File: src/rtl/stack_controller.sv
// stack_controller: TOS register plus spill-pointer manager driving the stack RAM
module stack_controller #(
    parameter int DEPTH = 4,
    parameter int WIDTH = 16
) (
    input  logic             clock,
    input  logic             active_low_reset,
    input  logic [1:0]       op,
    input  logic [WIDTH-1:0] data_in,
    output logic [WIDTH-1:0] top,
    output logic [WIDTH-1:0] next,
    output logic [DEPTH:0]   count,
    output logic             empty,
    output logic             full,
    output logic             error,
    output logic [DEPTH-1:0] ram_read_address,
    input  logic [WIDTH-1:0] ram_read_data,
    output logic             ram_write_enable,
    output logic [DEPTH-1:0] ram_write_address,
    output logic [WIDTH-1:0] ram_write_data
);
    typedef enum logic [1:0] {OP_NOP, OP_PUSH, OP_POP, OP_REPLACE} op_t;

    // Capacity is the RAM slots plus the TOS register: 2**DEPTH + 1
    localparam logic [DEPTH:0] CAP = {1'b1, {(DEPTH-1){1'b0}}, 1'b1};
    localparam logic [DEPTH:0] ONE = {{DEPTH{1'b0}}, 1'b1};
    localparam logic [DEPTH:0] TWO = {{(DEPTH-1){1'b0}}, 2'b10};

    op_t              cmd;
    logic [DEPTH-1:0] sp;

    assign cmd = op_t'(op);

    // Decoded status and RAM-side wiring; a PUSH spills old TOS into the slot above sp
    always_comb begin
        empty             = (count == '0);
        full              = (count == CAP);
        next              = (count >= TWO) ? ram_read_data : '0;
        ram_read_address  = sp;
        ram_write_address = sp + 1'b1;
        ram_write_data    = top;
        ram_write_enable  = active_low_reset && cmd == OP_PUSH && !empty && !full;
    end

    // Stack state update; overflow and underflow only set the sticky error flag
    always_ff @(posedge clock or negedge active_low_reset) begin
        if (!active_low_reset) begin
            top   <= '0;
            sp    <= '1;
            count <= '0;
            error <= 1'b0;
        end else begin
            case (cmd)
                OP_NOP: ;
                OP_PUSH: begin
                    if (empty) begin
                        top   <= data_in;
                        count <= ONE;
                    end else if (full) begin
                        error <= 1'b1;
                    end else begin
                        sp    <= sp + 1'b1;
                        top   <= data_in;
                        count <= count + 1'b1;
                    end
                end
                OP_POP: begin
                    if (empty) begin
                        error <= 1'b1;
                    end else if (count == ONE) begin
                        top   <= '0;
                        count <= '0;
                    end else begin
                        top   <= ram_read_data;
                        sp    <= sp - 1'b1;
                        count <= count - 1'b1;
                    end
                end
                OP_REPLACE: begin
                    top <= data_in;
                    if (empty) count <= ONE;
                end
            endcase
        end
    end
endmodule

File: config.mk
export PLATFORM = sky130hd
export DESIGN_NAME = stack_controller
export DESIGN_NICKNAME = d
export VERILOG_FILES = /design/src/rtl/stack_controller.sv
export SDC_FILE = /design/constraint.sdc
export NUM_CORES = 1
export LEC_CHECK = 0
export CORE_AREA = 2 2 77 79
export DETAILED_ROUTE_END_ITERATION = 10
export DIE_AREA = 0 0 79 81
export MAX_ROUTING_LAYER = met4
export PLACE_DENSITY = 0.77
export SLEW_MARGIN = 30
export SYNTH_ARGS = -nofsm -noshare
export SYNTH_HDL_FRONTEND = slang
export SYNTH_SLANG_ARGS = --single-unit
File: constraint.sdc
create_clock -name clock -period 2 [get_ports clock]
set_input_delay 0.2 -clock clock [delete_from_list [all_inputs] [get_ports clock]]
set_output_delay 0.2 -clock clock [all_outputs]
set_load 0.02 [all_outputs]
==> results of run 1 <==
## cells in the mapped netlist, types with 3 or more instances
master    count
inv_1         6
a21oi_1       4
dfstp_2       4
mux2_4       10
nand3_1      24
ha_1          7
clkbuf_1      8
buf_2         3
xnor2_1       5
mux2_2        8
nor3_1        3
nor2_1        3
or3_1         3
a31oi_1       3
nand2_1      34
o21ai_0       5
dfrtp_1      22
buf_4        16
and2_1       17
## logic make-up after synthesis
logic type	Yosys count
AOI/OAI and AO/OA	25
adders and majority gates	7
xor gates and xnor gates	6
and+or+nand+nor	96
buffers and inverters	37
DFF	26
muxes	20
## power by group
group	switching [mW]	total [mW]	internal [mW]
clock	0.173	0.441	0.268
sequential	0.167	0.888	0.721
combinational	1.68	3.52	1.84
## metrics by stage
stage	TNS [ns]	utilization, %	instances	setup WS, ns	area, sq um
floorplan	-1.644	-	217	-0.1244	1963
global placement	-2.673	54.48	391	-0.1255	3092
detailed placement	-3.103	54.48	391	-0.1462	3092
CTS	-2.267	57.39	402	-0.1729	3257
global route	-4.249	62.54	405	-0.2068	3550
finish	-2.533	62.54	405	-0.1651	3550
## worst max path at each step
| stage | endpoint | slack [ns] | from |
|---|---|---|---|
| 3_3_place_gp | count[3] | -0.13 | count[1] |
| 5_1_grt | next[6] | -0.21 | count[4] |
| 2_1_floorplan | ram_write_data[10] | -0.12 | count[0] |
| 3_5_place_dp | next[15] | -0.15 | count[4] |
| 4_1_cts | next[13] | -0.17 | count[4] |
| 6_report | next[6] | -0.17 | count[3] |
## registers in the layout (all words and copies together) (netlist names)
name,cells
ram_write_data,16
count,5
ram_read_address,4
error,1
## critical path, cell delays in order (launching register included)
cell	delay (ns)
dfrtp_1	0.42
or3_4	0.38
or3_4	0.36
buf_8	0.15
buf_6	0.11
and2_4	0.14
buf_6	0.12
## metal layers
metal | share of wire, % | vias to the layer above | global-route usage (%)
met1 | 42 | 981 | 23.61
met4 | 1.0 | 0 | 4.310
li1 | - | 961 | -
met2 | 52 | 77 | 34.07
met5 | 0 | - | -
met3 | 5.0 | 6 | 2.444
## final cells by class
class	instances	area [sq um]
Clock buffer	3	41.29
Clock inverter	1	30.03
Fill cell	465	2126
Inverter	8	32.53
Multi-Input combinational cell	154	1345
Sequential cell	26	658.1
Tap cell	75	93.84
Timing Repair Buffer	138	1349
## timing repair
| item | CTS | global route |
|---|---|---|
| resized for setup | 114 | 65 |
| gates cloned | 1 | 1 |
| endpoints found under the setup margin | 43 | 40 |
| pin swaps | 3 | 48 |
| setup buffers | 6 | 4 |
==> reports/qor.yml, run 1 <==
critical_path:
  crit_required_ns: 1.80
  crit_fanout: 6
  rr_endpoint: "count[0]"
  reg2regPathDepth: 9
  r2r_setup_slack_ns: -0.06
  arrival_ns: 1.97
  worstSetupEndpointType: "output port"
  critPathLaunchType: "flop"
  r2r_start: "count[1]"
  path_class: "reg2out"
grt:
  overflow: 0
  grt_util_all_layers_pct: 19.24
  grt_max_degree: 27
  antenna_found_initial: 0
  grt_pass1_vias: 1959
  grt_first_pass_wirelength_mm: 9.480
logic_synthesis:
  synthAdderAreaFrac_pct: 4.476
  synth_top_cell_by_area: "dfrtp_1"
  synth-xor-area-share_pct: 2.685
  yosys.area_share.simple_pct: 25.51
  synth_top_area_share_pct: 28.13
  ys_types: 46
  yosysWarnings: 0
  synth_seq_cells: 26
  ys_async_sr_fraction_pct: 100.0
  synth_mux_area_share_pct: 13.30
  avgSynthCellArea_sq_um: 9.018
  syn_area_sq_mm: 0.001957
  synth_compound_area_share_pct: 9.399
  synthTopCellsByArea: "dfrtp_1, mux2_4, nand2_1, nand3_1, buf_4"
  syn_inst: 217
  syn_nets: 260
  synth_top_family_by_area: "simple AND/OR/NAND/NOR gates"
  ys.flop_type: "dfrtp_1"
  synth-edff-count: 0
  yosysSeqAreaShare_pct: 33.50
finish:
  final_nets: 374
  syn_to_final_growth_pct: 81.39
  n_antenna_cell: 0
  drive_above_1_share_pct: 40.91
  final_common_cell: "clkdlybuf4s50_1"
  final_cell_mix: "clkdlybuf4s50_1, nand2_1, buf_4, dfrtp_1, buf_6"
run_status:
  violations: "setup timing"
  status: "complete, but fails checks"
cts:
  ctsHtreeMaxLevel: 1
  worstSkewPairLatency_ns: 0.27
  cts_buffers: 3
  cts.clk_slew.worst_paths_ns: 0.10
  cts.sinks: 26
  clock_path_buffers: 2
  cts_tree: "done"
  ctsHoldBuffers: 0
  cts-root-buf: "clkbuf_8"
timing:
  final.setup.worst_slack_ns: -0.1651
  slew_violations: 0
  worst_slew_pin_slew_ns: 0.3912
  period_needed_ns: 2.165
  period_share_pct: 108.3
  setup_viol: 37
  finClkSkew_ns: 0.005162
  max-slew-margin-rel_pct: 73.55
  holdWs_ns: 0.3664
  clock.fmax_mhz: 461.9
  rsz0062_at_grt: "yes"
  hold_viol_final: 0
detailed_routing:
  routed_wl_mm: 6.613
  vias_per_cell: 5.000
  drt_iter0_markers: 86
  antenna_left: 0
  routedWlPerCell_microns: 16.33
  drc: 0
  num_vias: 2025
  drt-pass1-iter-count: 4
power_and_ir_drop:
  irDropWorstVdd_uv: 673.4
  p_per_area_mw_per_mm2: 1367
  p_leak_nw: 1.585
  finalPower_mw: 4.854
placement:
  hpwlAfterDp_mm: 4.430
  portBuffers: 100
  gp_congestion: 0.9123
floorplan:
  initial_utilization_pct: 34.48
  dieWidth_microns: 79
  die_h_microns: 81
  placementRows: 28
  core_area_sq_mm: 0.005675
  num_io_pins: 101
  die-area_sq_mm: 0.006399
hold_path:
  worstHoldPathType: "in2async"
job:
  drv_cap: 0
Power figures use the tool's default switching activity.
==> inputs of run 2 (changes only) <==
Settings changed: CELL_PAD_IN_SITES_DETAIL_PLACEMENT from default to 0, CELL_PAD_IN_SITES_GLOBAL_PLACEMENT from default to 1, CORE_AREA 2 2 77 79 to 2 2 90 92, DIE_AREA 0 0 79 81 to 0 0 92 94, PLACE_DENSITY 0.77 to 0.79.
==> reports/qor.yml, run 2 (synthesis results as in run 1) <==
detailed_routing:
  drc: 0
  vias_per_cell: 4.610
  routed_wl_mm: 6.296
  num_vias: 1987
  antenna_left: 0
  routedWlPerCell_microns: 14.61
  drt-pass1-iter-count: 5
  drt_iter0_markers: 101
finish:
  final_cell_mix: "clkdlybuf4s50_1, nand2_1, buf_4, nand3_1, dfrtp_1"
  final_common_cell: "clkdlybuf4s50_1"
  syn_to_final_growth_pct: 71.42
  final_nets: 373
  stdcell_count: 431
  n_antenna_cell: 0
  fillCellCount: 756
  drive_above_1_share_pct: 34.35
  largest_reg_flops: 16
timing:
  worst_slew_pin_slew_ns: 0.3904
  max-slew-margin-rel_pct: 73.92
  period_needed_ns: 2.078
  rsz0062_at_grt: "yes"
  clock.fmax_mhz: 481.2
  period_share_pct: 103.9
  finClkSkew_ns: 0.001405
  fin_tns_setup_ns: -1.693
  setup_viol: 34
  slew_violations: 0
  hold_viol_final: 0
  final.setup.worst_slack_ns: -0.07822
grt:
  antenna_found_initial: 0
  overflow: 0
  grt_pass1_vias: 1987
  grt_max_degree: 27
  grt_util_all_layers_pct: 14.95
  grt_first_pass_wirelength_mm: 10.19
hold_path:
  worstHoldPathType: "in2async"
floorplan:
  die_h_microns: 94
  core_area_sq_mm: 0.007607
  num_io_pins: 101
  dieWidth_microns: 92
  die-area_sq_mm: 0.008648
  initial_utilization_pct: 25.72
  placementRows: 32
critical_path:
  path_class: "reg2reg"
  crit_chain: "inv_2 -> ha_4 -> or4b_4 -> buf_6 -> o21ai_4 -> nand2_8 -> mux2_4"
  path_delay_family: "simple AND/OR/NAND/NOR gates"
  critPathLaunchType: "flop"
  crit_path_top_delay_cell: "or4b_4"
  worstSetupEndpointType: "flop"
  slowest_delay_ns: 0.50
  crit_required_ns: 2.17
  arrival_ns: 2.25
  crit_buf_inv: 2
  crit_fanout: 16
placement:
  gp_congestion: 0.9361
  portBuffers: 100
  dpl.cell_count: 422
  hpwlAfterDp_mm: 4.809
cts:
  ctsHtreeMaxLevel: 1
  cts_buffers: 3
  cts-root-buf: "clkbuf_8"
  ctsHoldBuffers: 0
  cts_tree: "done"
  cts.clk_slew.worst_paths_ns: 0.09
  cts.sinks: 26
  clock_path_buffers: 2
  worstSkewPairLatency_ns: 0.27
run_status:
  violations: "setup timing"
  status: "complete, but fails checks"
power_and_ir_drop:
  irDropWorstVdd_uv: 500.0
  p_per_area_mw_per_mm2: 1311
  p_leak_nw: 1.498
job:
  drv_cap: 0
-- run 2: timing repair --
action / in CTS / in global routing
resized for setup: 114 / 28
gates cloned: 1 / 0
buffers inserted: 5 / 1
setup endpoints to repair: 43 / 40
pin swaps: 8 / 9
-- run 2: final timing paths --
check / from / cells after the start / slack [ns] / end
worst max-delay path: count[1] / 7 / -0.08 / ram_write_data[8]
max in group asynchronous: active_low_reset / 2 / 1.31 / ram_read_address[0]
worst min-delay path: active_low_reset / 2 / 0.40 / ram_write_data[0]
min in group clock: error / 2 / 0.51 / error
worst min register to register: error / 2 / 0.51 / error
worst max register to register: count[1] / 7 / -0.08 / ram_write_data[8]
-- run 2: cell type report --
| cell class | count | area (sq um) | area share (%) |
|---|---|---|---|
| repair buffers | 137 | 1274 | 37.97 |
| multi-input cells | 154 | 1215 | 36.22 |
| inverters | 8 | 35.03 | 1.044 |
| flip-flops and latches | 26 | 658.1 | 19.62 |
| well taps | 102 | 127.6 | 3.805 |
| clock buffers | 4 | 45.04 | 1.343 |
-- run 2: worst reg2reg max path, delay by kind of cell (launching register included) --
kind	cells	cell delay, ns
AOI/OAI and AO/OA	1	0.17
and+or+nand+nor	2	0.68
buffers and inverters	2	0.23
adders and majority gates	1	0.13
muxes	1	0.33
DFF	1	0.43
-- run 2: routing by layer --
layer | share of wire (%) | GRT usage [%]
met5 | 0 | -
met4 | 0.76 | 2.239
met2 | 49 | 25.43
met1 | 43 | 18.99
met3 | 7.2 | 2.889
-- run 2: stage by stage --
step                setup slack (ns)  power (mW)  util, %  cell area, sq um  hold slack [ns]
CTS                         -0.08734       4.283    43.04              3274           0.4044
finish                      -0.07822       4.398    44.10              3354           0.3959
floorplan                    -0.1244       2.472        -              1963         -0.09559
global route                 -0.1227       4.682    44.10              3354           0.4166
detailed placement           -0.1955       3.806    41.32              3143           0.4973
global placement             -0.1553       3.771    41.32              3143           0.4823
-- run 2: power breakdown --
| group | switching, mW | total, mW | internal [mW] |
|---|---|---|---|
| combinational | 1.54 | 3.20 | 1.66 |
| clock | 0.178 | 0.321 | 0.143 |
| sequential | 0.157 | 0.879 | 0.721 |
| total | 1.88 | 4.40 | 2.52 |
